===== config.mk =====
export PLATFORM = sky130hd
export DESIGN_NAME = wb_merge
export DESIGN_NICKNAME = d
export VERILOG_FILES = /design/src/rtl/wb_merge.sv
export SDC_FILE = /design/constraint.sdc
export NUM_CORES = 1
export LEC_CHECK = 0
export CORE_AREA = 5 5 139 141
export CTS_CLUSTER_DIAMETER = 60
export CTS_CLUSTER_SIZE = 10
export DETAILED_ROUTE_END_ITERATION = 8
export DIE_AREA = 0 0 144 146
export DONT_BUFFER_PORTS = 1
export RECOVER_POWER = 50
export SETUP_SLACK_MARGIN = 0.1
export SYNTH_ARGS = -nofsm -noshare
export SYNTH_HDL_FRONTEND = slang
export SYNTH_SLANG_ARGS = --single-unit
export TNS_END_PERCENT = 1

===== constraint.sdc =====
create_clock -name clk -period 5.9 [get_ports clk]
set_clock_uncertainty 0.1 [all_clocks]
set_input_delay 1.18 -clock clk [delete_from_list [all_inputs] [get_ports clk]]
set_output_delay 1.18 -clock clk [all_outputs]
set_load 0.01 [all_outputs]

===== src/rtl/wb_merge.sv =====
// Writeback merge: pipeline writes take the regfile port first, long-latency results
// wait in a small FIFO, and a pending scoreboard tracks outstanding long-latency dests.
module wb_merge #(
    parameter int DATA_WIDTH    = 32,
    parameter int ADDRESS_WIDTH = 5,
    parameter int NUM_REGS      = 32,
    parameter int FIFO_DEPTH    = 4,
    localparam int PTR_W        = $clog2(FIFO_DEPTH),
    localparam int CNT_W        = PTR_W + 1
) (
    input  logic                     clk,
    input  logic                     rst,
    input  logic                     pipe_wrt_en,
    input  logic [ADDRESS_WIDTH-1:0] pipe_wrt_dest,
    input  logic [DATA_WIDTH-1:0]    pipe_wrt_data,
    input  logic                     lu_valid,
    output logic                     lu_ready,
    input  logic [ADDRESS_WIDTH-1:0] lu_dest,
    input  logic [DATA_WIDTH-1:0]    lu_data,
    input  logic                     lu_issue,
    input  logic [ADDRESS_WIDTH-1:0] lu_issue_dest,
    output logic                     rg_wrt_en,
    output logic [ADDRESS_WIDTH-1:0] rg_wrt_dest,
    output logic [DATA_WIDTH-1:0]    rg_wrt_data,
    output logic [NUM_REGS-1:0]      pending,
    output logic [CNT_W-1:0]         fifo_count
);

    localparam logic [CNT_W-1:0]         FULL_CNT = CNT_W'(FIFO_DEPTH);
    localparam logic [ADDRESS_WIDTH-1:0] ZERO_REG = '0;

    logic [ADDRESS_WIDTH-1:0] buf_dest_q [FIFO_DEPTH];
    logic [DATA_WIDTH-1:0]    buf_data_q [FIFO_DEPTH];

    logic [PTR_W-1:0]         wr_ptr_q, wr_ptr_d;
    logic [PTR_W-1:0]         rd_ptr_q, rd_ptr_d;
    logic [CNT_W-1:0]         count_q, count_d;
    logic [NUM_REGS-1:0]      pending_q, pending_d;
    logic                     rg_en_q, rg_en_d;
    logic [ADDRESS_WIDTH-1:0] rg_dest_q, rg_dest_d;
    logic [DATA_WIDTH-1:0]    rg_data_q, rg_data_d;

    logic                     lu_accept;
    logic                     push;
    logic                     pop;
    logic                     pipe_sel;
    logic [ADDRESS_WIDTH-1:0] head_dest;
    logic [DATA_WIDTH-1:0]    head_data;

    // Ready depends only on registered occupancy, so a same-cycle pop never frees a slot early.
    assign lu_ready  = !rst && (count_q != FULL_CNT);
    assign lu_accept = lu_valid && lu_ready;
    assign push      = lu_accept && (lu_dest != ZERO_REG);
    assign pipe_sel  = pipe_wrt_en && (pipe_wrt_dest != ZERO_REG);
    assign pop       = !pipe_sel && (count_q != '0);
    assign head_dest = buf_dest_q[rd_ptr_q];
    assign head_data = buf_data_q[rd_ptr_q];

    always_comb begin
        wr_ptr_d = wr_ptr_q;
        rd_ptr_d = rd_ptr_q;
        count_d  = count_q;
        if (push) begin
            wr_ptr_d = wr_ptr_q + PTR_W'(1);
        end
        if (pop) begin
            rd_ptr_d = rd_ptr_q + PTR_W'(1);
        end
        case ({push, pop})
            2'b10:   count_d = count_q + CNT_W'(1);
            2'b01:   count_d = count_q - CNT_W'(1);
            default: count_d = count_q;
        endcase
    end

    // A completion and a new issue to the same register in one cycle leave the bit set.
    always_comb begin
        pending_d = pending_q;
        for (int i = 1; i < NUM_REGS; i++) begin
            if (pop && (head_dest == ADDRESS_WIDTH'(i))) begin
                pending_d[i] = 1'b0;
            end
            if (lu_issue && (lu_issue_dest == ADDRESS_WIDTH'(i))) begin
                pending_d[i] = 1'b1;
            end
        end
        pending_d[0] = 1'b0;
    end

    always_comb begin
        rg_en_d   = 1'b0;
        rg_dest_d = rg_dest_q;
        rg_data_d = rg_data_q;
        if (pipe_sel) begin
            rg_en_d   = 1'b1;
            rg_dest_d = pipe_wrt_dest;
            rg_data_d = pipe_wrt_data;
        end else if (pop) begin
            rg_en_d   = 1'b1;
            rg_dest_d = head_dest;
            rg_data_d = head_data;
        end
    end

    // ---- stage boundary: FIFO storage (entries are only ever read after being written) ----
    always_ff @(posedge clk) begin
        if (push) begin
            buf_dest_q[wr_ptr_q] <= lu_dest;
            buf_data_q[wr_ptr_q] <= lu_data;
        end
    end

    // ---- stage boundary: control state and registered regfile write ----
    always_ff @(posedge clk) begin
        if (rst) begin
            wr_ptr_q  <= '0;
            rd_ptr_q  <= '0;
            count_q   <= '0;
            pending_q <= '0;
            rg_en_q   <= 1'b0;
            rg_dest_q <= '0;
            rg_data_q <= '0;
        end else begin
            wr_ptr_q  <= wr_ptr_d;
            rd_ptr_q  <= rd_ptr_d;
            count_q   <= count_d;
            pending_q <= pending_d;
            rg_en_q   <= rg_en_d;
            rg_dest_q <= rg_dest_d;
            rg_data_q <= rg_data_d;
        end
    end

    assign rg_wrt_en   = rg_en_q;
    assign rg_wrt_dest = rg_dest_q;
    assign rg_wrt_data = rg_data_q;
    assign pending     = pending_q;
    assign fifo_count  = count_q;

endmodule


==> impl_results.md, run 1 <==
- Status: finished, violations left
- Failing checks: capacitance limit, slew limit
- Crit-path max FO: 40
- Maximum buffer depth of the clock tree: 3
- Die area: 21000 sq um
- DR WL/cell: 22.7 um
- Post-synthesis instance area: 8840 sq um
- Site Rows: 49
- End of the critical path: fifo_count[2]
- Pwr dens: roughly 380 nW/um^2
- Fillers: 1441
- Layout cells sized above 1: 0.121
- Clock root cell: clkbuf_16
- FF-to-FF path depth: 8
- FF-to-FF End: fifo_count[2]
- Starting Density: 0.495
- Area growth syn-to-layout: 10.3%
- Setup bufs post-CTS: 0
- Peak supply drop: 0.000235 V
- Fraction of the mapped netlist area in adder cells: 0.00934
- Top cell type's share of synthesized area: 0.503
- Worst path max stage delay: 1.21 ns
- RSZ-0062 raised after global routing: false
- Post-CTS Hold Fix Bufs: 0
- Post-DP HPWL: 12700 um
- Post-synthesis mux area share: 0.0943
- Cell mode on critical path: or3_1
- Fmax: 281 MHz
- CTS tree: built
- Yosys cell types: 38
- Clock Pin Slew Worst Setup and Hold Paths: 0.06 ns
- Fin crit period: 3.55 ns
- Critical path class: register to register
- CTS H-tree lvls: 1
- Register area: 6010 sq um
- IO Count: 158
- Largest area contributor in the netlist: edfxtp_1
- Main synth FF type: edfxtp_1
- Area contributors post-synth: edfxtp_1 50%, dfxtp_1 18%, mux4_2 9.4%, a311oi_1 6.4%, nand2_1 4.5%
- Clock sink count: 226
- Synth Warn #: 0
- Async S/R FF share, synth: 0
- Largest family of logic cells by synthesized area: compound AO/OA/AOI/OAI gates
- DRT iter0 DRCs: ~380
- Width of the die: about 140 um
- Gr usage total: 0.185
- Number of buffers created by CTS: 26
- Final ANT Viol Nets: 0
- Xor/xnor cell area share of the yosys netlist: 0.00396
- Crit end category: register
- Initial antenna violation count: 0
- Synth Net Count: 722
- Max cap viols: 1
- NumNets Final: 713
- Residual DRC: 0
- Arr. time, crit path: 3.90 ns
- Vias: ~5.2k
- CP startpoint kind: register
- Port buffer count: 0
- Core area: 17800 sq um
- CP startpoint: fifo_count[0]
- Worst hold margin: 0.427 ns
- Lkg Pwr: 3.02 nW
- Worst r2r src: fifo_count[0]
- Cell area after placement: 9010 sq um
- Vias/cell: 5.97
- Type of the most critical hold path: register to register
- Largest net degree at the start of global routing: 80
- Seq cells post-synth: 226
- Syn Inst Count: about 630
- Crit path required time: about 6.2 ns
- Final hold vios: 0
- Area of the multi-input gates: between 2000 and 3000 sq um
- Synth Area per Inst: roughly 14 sq um
- EDFF count, synth: 148
- First-pass GRT wire length: 30500 um
- Max_slew headroom: -0.0366
- Register area share after synthesis: 0.680
- Max Slew Vio Count: roughly 40
- Post-Synth Simple-Gate Area: 0.0947
- DRT Pass-1 Iters: 5
- Worst-margin pin slew: 1.55 ns
- Final period util: 0.602
- WL final: around 20000 um
- Fin area: 9750 sq um
- Post-Route Setup TNS: 0 ns
- Crit-path slowest cell: or3_1
- Critical path, cell by cell: or3_1, and3_1, ha_1, inv_1, fa_1, xor2_1, or3_1, a21oi_1
- Flop2flop setup slack: 2.35 ns
- Post-CTS sizing: 0
- Synth Area in Compound Gates: 0.0953
- Vias in the first global route: 5252
- ANT cells: 0
- Gpl congestion: 0.874
- Total grt overflow: 0
- Setup Viol. Count Final: 0
- Die Ht: 146 um
- Worst-skew pair later-pin latency: roughly 0.52 ns
## cells in the final DEF (no fill, tap or decap), types with 3 or more instances in the layout
cell       netlist  layout
buf_4            1       3
dfxtp_1         78      76
a21oi_1         36      36
and2_1           4       3
xor2_1           3       3
mux4_2          37      37
nor2b_1         10      10
clkbuf_16        0      26
nor2_1          53      53
inv_1            7       7
nor3_1           4       3
o31ai_1          3       3
nand3_1          3       3
or3_1            3       3
nand2b_1         3       3
ha_1             5       5
edfxtp_1       148     148
nand2_1        106     106
and3_2           0       4
a311oi_1        65      65
clkbuf_1        29      19
## worst min-delay path by stage
stage	endpoint	cells past startpoint	from
after floorplan	register	2	rd_ptr_q[1]
after global placement	register	2	rd_ptr_q[1]
after detailed placement	rg_wrt_data[29]	2	rg_wrt_data[29]
after CTS	rg_wrt_data[29]	2	rg_wrt_data[29]
after global routing	rg_wrt_data[19]	2	rg_wrt_data[19]
final	rg_wrt_data[5]	2	rg_wrt_data[5]
## synth_stat cells (all sizes together), types with 7 or more instances
cell and count:
nor2b 10, buf 12, a311oi 65, edfxtp 148, dfxtp 78, mux4 37
clkbuf 29, a21oi 36, nand2 106, inv 7, nor2 53
## routing by layer
metal,track usage,part of all wire
met2,0.306,0.50
met1,0.233,0.38
met4,0.0414,0.017
met3,0.0664,0.10
met5,0,0
## power by group
| part | internal (W) | leakage (nW) | switching, W |
|---|---|---|---|
| Combinational | 0.000163 | 0.669 | 0.000268 |
| Sequential | 0.00177 | 1.98 | 0.0000872 |
| Clock | 0.000848 | 0.363 | 0.000584 |
| Total | 0.00278 | 3.02 | 0.000939 |
## registers in the layout, indices dropped and copies added, names as in the netlist, named ones only
register	flops
buf_data_q	128
rg_wrt_data	32
pending	31
buf_dest_q	20
rg_wrt_dest	5
fifo_count	3
rd_ptr_q	2
wr_ptr_q	2
rg_wrt_en	1
## metrics by stage
step | setup WS [ns] | instances | utilization | power (W)
after floorplan | 2.56 | 632 | - | 0.00220
after global placement | 2.57 | 824 | 0.505 | 0.00232
after detailed placement | 2.51 | 824 | 0.505 | 0.00233
after CTS | 2.77 | 871 | 0.548 | 0.00376
after global routing | 2.07 | 871 | 0.547 | 0.00388
final | 2.35 | 871 | 0.547 | 0.00372
## cell families after synthesis
kind of cell,after synthesis
buffers and inverters,48
and+or+nand+nor,197
xor gates and xnor gates,4
DFF,226
other,1
adders and majority gates,6
muxes,37
AOI/OAI and AO/OA,113
## worst max-delay path: cells and delay by family (launching register included)
family	cells	cell delay, ns
XOR/XNOR	1	0.16
buffers and inverters	1	0.06
flip-flops	1	0.49
AND/OR/NAND/NOR	3	1.93
AO/OA/AOI/OAI	1	0.14
adder cells (fa/ha/maj)	2	0.59
## area by class of cell
| type | instances | share of cell area |
|---|---|---|
| inverter | 7 | 0.00269 |
| multi-input combinational | 358 | 0.271 |
| clock buffer | 46 | 0.0765 |
| timing repair buffer | 4 | 0.00269 |
| tap | 229 | 0.0294 |
| clock inverter | 1 | 0.00167 |
| sequential | 226 | 0.616 |
No activity file was read; power rests on OpenSTA's default activity.
==> run 2: changes to the inputs <==
==> constraint.sdc (replaced) <==
create_clock -name clk -period 3.6 [get_ports clk]
set_clock_uncertainty 0.1 [all_clocks]
set_input_delay 0.72 -clock clk [delete_from_list [all_inputs] [get_ports clk]]
set_output_delay 0.72 -clock clk [all_outputs]
set_load 0.01 [all_outputs]
==> impl_results.md, run 2 (same netlist as run 1, synthesis figures left out) <==
- Status: finished clean
- Post-CTS sizing: 0
- Most frequent cells in the layout: 148 x edfxtp_1, 106 x nand2_1, 77 x dfxtp_1
- Layout cells sized above 1: 0.137
- Die area: 21000 sq um
- Gr usage total: 0.193
- Vias: around 5.3k
- DRT Pass-1 Iters: 5
- Lkg Pwr: 3.08 nW
- Port buffer count: 0
- DRT iter0 DRCs: roughly 360
- Total grt overflow: 0
- Post-Route Setup TNS: 0 ns
- Max FFs per register: 128
- CTS H-tree lvls: 1
- Hold Path Stages: 1
- Clock share of power: 0.383
- Starting Density: 0.495
- GRT met2 Usage: 0.328
- Gpl congestion: 0.840
- Min-delay src: rst
- Post-CTS Hold Fix Bufs: 0
- Die Ht: around 150 um
- Sw power: 0.00156 W
- Largest net degree at the start of global routing: 80
- WL final: 20400 um
- Peak supply drop: roughly 0.00051 V
- Max cap viols: 0
- FF-to-FF End: pending[21]
- Hold Path End: pending[5]
- Clock root cell: clkbuf_16
- IO Count: between 150 and 200
- Number of buffers created by CTS: 26
- FF-to-FF path depth: 4
- Worst-margin pin slew: 1.29 ns
- Fin crit period: 3.09 ns
- Final ANT Viol Nets: 0
- P_int: 0.00456 W
- Critical path class: register to register
- Initial antenna violation count: 0
- Switching Fraction: 0.255
- Busiest grt layer: met2
- CP startpoint kind: register
- Final period util: 0.858
- Fin area: 9850 sq um
- Cell mode on critical path: nor2b_1
- Pwr dens: 621 nW/um^2
- Vias in the first global route: 5555
- Core area: 17800 sq um
- NumNets Final: about 720
- CTS tree: built
- Crit path required time: 3.88 ns
- Max Slew Vio Count: 0
- Width of the die: ~140 um
- Final hold vios: 0
- Crit-path max FO: 16
- ANT cells: 0
- Vias/cell: approximately 6.1
- Biggest register: buf_data_q
- Residual DRC: 0
- Arr. time, crit path: roughly 3.4 ns
- GRT met1 Usage: 0.239
- DR WL/cell: between 20 and 25 um
- First-pass GRT wire length: 31800 um
- Met3 Use GR: 0.0569
- Fmax: 324 MHz
- Critical path, cell by cell: mux4_2, nor2b_1, nor2b_1, a311oi_1
- Worst-skew pair later-pin latency: between 0.5 and 0.6 ns
- Site Rows: 49
- Flop2flop setup slack: 0.51 ns
- Max_slew headroom: 0.136
- Area growth syn-to-layout: 11.5%
- Reg power frac: 0.496
- Setup Viol. Count Final: 0
- Setup bufs post-CTS: 0
- Worst path max stage delay: 1.07 ns
- Combinational Power Share: 0.121
- Crit-path slowest cell: dfxtp_1
- Cell area after placement: 9090 sq um
- Post-DP HPWL: 13400 um
- Maximum buffer depth of the clock tree: 3
- Crit end category: register
- Type of the most critical hold path: input port to register
- Clock Pin Slew Worst Setup and Hold Paths: 0.06 ns
- Clock sink count: approximately 230
- RSZ-0062 raised after global routing: false
- Commonest non-fill, non-tap cell in the layout: edfxtp_1
==> run 2: cell count changes in the layout (fill, tap and decap cells not counted) <==
| cell | delta |
|---|---|
| and2_1 | +1 |
| clkbuf_1 | -1 |
| or3_2 | +1 |
| o31ai_4 | +1 |
| dfxtp_2 | -1 |
| dfxtp_1 | +1 |
| buf_4 | +9 |
| and2_0 | -1 |
| o31ai_1 | -1 |
| or3_1 | -1 |
| buf_12 | +1 |
==> run 2: power groups by stage <==
stage | registers (W) | logic, W | clock network (W)
floorplan | 0.00303 | 0.000581 | 0
global placement | 0.00309 | 0.000739 | 0
detailed placement | 0.00309 | 0.000752 | 0
CTS | 0.00304 | 0.000754 | 0.00240
global route | 0.00305 | 0.000825 | 0.00252
finish | 0.00303 | 0.000741 | 0.00235
==> run 2: how the worst max path moves through the flow <==
stage,start,end,cells after the start
2_1_floorplan,rst,buf_data_q[0][0],3
3_3_place_gp,pipe_wrt_dest[0],fifo_count[2],8
3_5_place_dp,pipe_wrt_dest[0],fifo_count[2],8
4_1_cts,fifo_count[2],fifo_count[2],10
5_1_grt,register,pending[23],4
6_report,register,pending[21],4
==> run 2: critical path, delay by kind of cell, from the launching register on <==
family | cells | cell delay (ns)
multiplexers | 1 | 0.72
flip-flops | 1 | 1.07
AND/OR/NAND/NOR | 2 | 0.87
AO/OA/AOI/OAI | 1 | 0.17
==> run 2: layer usage <==
layer | wire [um] | part of all wire | vias to the layer above
met4 | 504 | 0.025 | 0
li1 | - | - | 2433
met3 | 1870 | 0.092 | 33
met5 | 0 | 0 | -
met2 | 10400 | 0.51 | 218
met1 | 7690 | 0.38 | 2661
==> run 2: final cells by class <==
type                    count  area (sq um)
flip-flops and latches    226          6010
well taps                 229           287
clock buffers              46           746
multi-input cells         358          2660
repair buffers             13           110
fillers                  1438          7990
inverters                   7          26.3
clock inverters             1          16.3
==> run 2: metrics by stage <==
step	std cells	total power, W	setup slack (ns)	hold slack, ns	util
after global routing	880	0.00639	0.326	0.145	0.552
after floorplan	632	0.00361	0.757	0.385	-
final	880	0.00612	0.513	0.166	0.552
after CTS	880	0.00619	0.835	0.148	0.552
after global placement	833	0.00382	0.770	0.397	0.510
after detailed placement	833	0.00384	0.709	0.413	0.510
